--- src/rtl/mux_nto1_rr.sv ---
// N-channel registered mux with round-robin grant and valid/ready on every port.
// Optional FORCE_SEL_EN macro adds force_en/force_ch to pin selection to one channel.
module mux_nto1_rr #(
  parameter int WIDTH = 4,
  parameter int NCH   = 4,
  parameter int SELW  = 2
) (
  input  logic                  clk,
  input  logic                  rst,
  input  logic [NCH*WIDTH-1:0]  in_data,
  input  logic [NCH-1:0]        in_valid,
  output logic [NCH-1:0]        in_ready,
  output logic [WIDTH-1:0]      out_data,
  output logic [SELW-1:0]       out_ch,
  output logic                  out_valid,
  input  logic                  out_ready
`ifdef FORCE_SEL_EN
  ,
  input  logic                  force_en,
  input  logic [SELW-1:0]       force_ch
`endif
);

  logic [SELW-1:0]  ptr;
  logic [SELW-1:0]  gnt;
  logic [SELW-1:0]  ptr_nxt;
  logic [WIDTH-1:0] sel_data;
  logic             gnt_vld;
  logic             forced;
  logic             can_load;
  logic             take;
  int               idx;

  assign can_load = !out_valid || out_ready;
  // Nothing is granted while reset is asserted, so no producer loses a word.
  assign take     = can_load && gnt_vld && !rst;

  // Scan from ptr upward with wrap; descending loop lets the nearest valid win.
  always_comb begin
    gnt_vld = 1'b0;
    gnt     = '0;
    forced  = 1'b0;
    idx     = 0;
    for (int k = NCH-1; k >= 0; k--) begin
      idx = (int'(ptr) + k) % NCH;
      if (in_valid[idx[SELW-1:0]]) begin
        gnt_vld = 1'b1;
        gnt     = idx[SELW-1:0];
      end
    end
`ifdef FORCE_SEL_EN
    if (force_en) begin
      forced  = 1'b1;
      gnt     = force_ch;
      gnt_vld = (int'(force_ch) < NCH) && in_valid[force_ch];
    end
`endif
  end

  assign sel_data = in_data[int'(gnt)*WIDTH +: WIDTH];
  assign ptr_nxt  = (gnt == SELW'(NCH-1)) ? '0 : gnt + 1'b1;

  for (genvar i = 0; i < NCH; i++) begin : g_rdy
    assign in_ready[i] = take && (gnt == SELW'(i));
  end

  always_ff @(posedge clk) begin
    if (rst) begin
      out_data  <= '0;
      out_ch    <= '0;
      out_valid <= 1'b0;
      ptr       <= '0;
    end else if (can_load) begin
      if (gnt_vld) begin
        out_data  <= sel_data;
        out_ch    <= gnt;
        out_valid <= 1'b1;
        if (!forced) ptr <= ptr_nxt;
      end else begin
        out_valid <= 1'b0;
      end
    end
  end

endmodule

--- config.mk ---
export PLATFORM = sky130hd
export DESIGN_NAME = mux_nto1_rr
export DESIGN_NICKNAME = d
export VERILOG_FILES = /design/src/rtl/mux_nto1_rr.sv
export SDC_FILE = /design/constraint.sdc
export NUM_CORES = 1
export LEC_CHECK = 0
export ABC_AREA = 1
export CAP_MARGIN = 40
export CORE_MARGIN = 4
export CORE_UTILIZATION = 42
export CTS_CLUSTER_SIZE = 20
export DETAILED_ROUTE_END_ITERATION = 8
export DONT_BUFFER_PORTS = 1
export PLACE_DENSITY = 0.58
export SYNTH_ARGS = -nofsm -noshare
export SYNTH_HDL_FRONTEND = slang
export SYNTH_SLANG_ARGS = --single-unit
--- constraint.sdc ---
create_clock -name clk -period 3.7 [get_ports clk]
set_input_delay 1.11 -clock clk [delete_from_list [all_inputs] [get_ports clk]]
set_output_delay 1.11 -clock clk [all_outputs]
set_load 0.03 [all_outputs]
==> results_dict.tcl <==
set metrics [dict create \
    fin_skew_ns 0.0009914 \
    nNetsFinal 173 \
    syn_nets 164 \
    syn_area_sq_um 827.0 \
    worst_setup_path_end_kind "output pin" \
    wl_mm 1.831 \
    syn-instance-count 140 \
    leakagePower_nw 0.5186 \
    layout-drive-gt1-share_pct 19.59 \
    path_class "input port to output pin" \
    drc 0 \
    insertedDiodeCount 0 \
    fmax_mhz 287.3 \
    rsz0062_at_grt "no" \
    fin_util_pct 49.86 \
    cts_sinks 9 \
    clk-insertion-delay-late_ns 0.25 \
    status "completed" \
    timing.final.crit_share_pct 94.07 \
    placedCellCount 169 \
    synth_top_family_by_area "simple AND/OR/NAND/NOR gates" \
    cap_violations 0 \
    final_common_cell "nand2_1" \
    drtIter0Drc 19 \
    hpwl_mm 1.527 \
    syn_area_per_cell_sq_um 5.907 \
    antenna_found_initial 0 \
    fin_crit_ns 3.481 \
    tightest_slew_ns 0.5318 \
    area_growth_pct 8.623 \
    grt_max_degree 12 \
    grt_pass1_vias 740 \
    viasPerCell 4.821 \
    ios 34 \
    power.density_nw_per_um2 1083 \
    vias 834 \
    initial_core_util_pct 45.90 \
    die_y_microns 52.38 \
    slew_headroom_pct 64.50 \
    startpoint "in_valid[3]" \
    cp.required_ns 2.59 \
    cts_inserted_buffers 3 \
    cts-root-buf "clkbuf_4" \
    die_area_sq_um 2743 \
    synth_seq_area_share_pct 21.79 \
    grt_pass1_wl_mm 3.042 \
    place_congestion 0.8240 \
    drv_slew 0 \
    synthXorXnorAreaFrac_pct 0 \
    cts_setup_buffers 0 \
    ir_drop_mv 0.4569 \
    synthSimpleGateAreaFrac_pct 54.31 \
    dpl_cell_area_sq_um 872.1 \
    wire_per_inst_microns 10.58 \
    cp_max_fo 10 \
    setup_tns_ns 0 \
    antenna_left 0 \
    synthMuxAreaShare_pct 0 \
    instances_no_fill 173 \
    core_area_sq_um 1802 \
    drt_pass1_iterations 4 \
    synth_seq_cells 9 \
    htreeDepth 1 \
    final_cell_area_sq_um 898.4 \
    final_cell_mix "nand2_1 (37), inv_1 (24), nand3_1 (19), nor2_1 (16), nand2_2 (10)" \
    r2r_start "ptr[0]" \
    hold_class "register to register" \
    row_count 15 \
    hold_start "ptr[1]" \
    cts_tree "yes" \
    synthAdderAreaFrac_pct 1.513 \
    grt-ovfl-total 0 \
    setup_viol 0 \
    synth_cell_type_count 22 \
    cp_data_arrival_time_ns 2.37 \
    fp.dieW_microns 52.38 \
    synth-compound-area-share_pct 4.387 \
    io_buffers 0 \
    synth_warnings 0 \
    clkTransAtPathRegs_ns 0.06 \
    holdWs_ns 0.6278 \
    hold_violations 0 \
    clockBufferDepth 2 \
    grt_use_total_pct 14.32 \
    critPathLaunchType "input port" \
]
-- cell families after synthesis --
| group | count (synthesis) |
|---|---|
| compound gates | 6 |
| buf+inv | 31 |
| fa+ha+maj | 1 |
| flops | 9 |
| simple gates | 93 |
-- through the flow --
stage | setup slack (ns) | total power [mW]
2_1_floorplan | 0.06374 | 0.8044
3_3_place_gp | 0.2663 | 0.8997
6_report | 0.2192 | 0.9732
5_1_grt | 0.05331 | 1.096
3_5_place_dp | 0.1929 | 0.9068
4_1_cts | 0.1901 | 0.9827
-- what timing repair did --
item	4_1_cts	5_1_grt
hold buffers	0	0
resized for setup	0	1
setup endpoints to repair	0	1
endpoints found under the hold margin	0	0
-- worst paths after layout --
| kind | endpoint | slack [ns] | depth (start not counted) |
|---|---|---|---|
| setup / recovery | in_ready[0] | 0.22 | 11 |
| hold / removal | ptr[1] | 0.63 | 2 |
| setup reg to reg | out_data[2] | 1.70 | 12 |
| hold reg to reg | ptr[1] | 0.63 | 2 |
-- final cells by class --
class | instances | area, sq um
Inverter | 28 | 110.1
Multi-Input combinational cell | 100 | 498.0
Sequential cell | 9 | 180.2
Clock buffer | 4 | 26.28
Timing Repair Buffer | 7 | 52.55
Fill cell | 218 | 903.4
Tap cell | 25 | 31.28
-- flip-flops by register name, summed over array words and instances (netlist names) --
register / flops
out_data: 4
out_ch: 2
ptr: 2
out_valid: 1
-- cell usage after synthesis (all sizes together) --
library cell  count  area share, %
dfxtp             9             22
a21oi             1           0.60
nand3b            3            2.7
o21ai             4            2.9
nand3            22             16
and3              1           0.76
buf               3            4.7
nor3              3            1.8
nand2            48             26
nor2             16            7.3
o21a              1           0.91
inv              28             13
ha                1            1.5
-- power breakdown --
| group | leakage, nW | internal, mW | switching [mW] | total [mW] |
|---|---|---|---|---|
| registers | 0.0750 | 0.140 | 0.108 | 0.248 |
| clock network | 0.0150 | 0.0414 | 0.0313 | 0.0727 |
| logic | 0.429 | 0.242 | 0.411 | 0.653 |
-- critical path, stage by stage --
cell	delay (ns)
inv_1	0.06
nand2_1	0.09
nand3_1	0.14
nand2_1	0.08
inv_1	0.09
nand2_2	0.07
nand3_4	0.10
nand2_4	0.06
buf_4	0.17
nor3_1	0.21
buf_4	0.19
-- metal layers --
metal	wire (microns)	GRT usage [%]	up-vias
li1	-	-	444
met1	872	20.34	366
met2	856	22.52	22
met3	96	1.709	2
met4	6	3.830	0
met5	0	0	-
(Power assumes the default switching activity.)
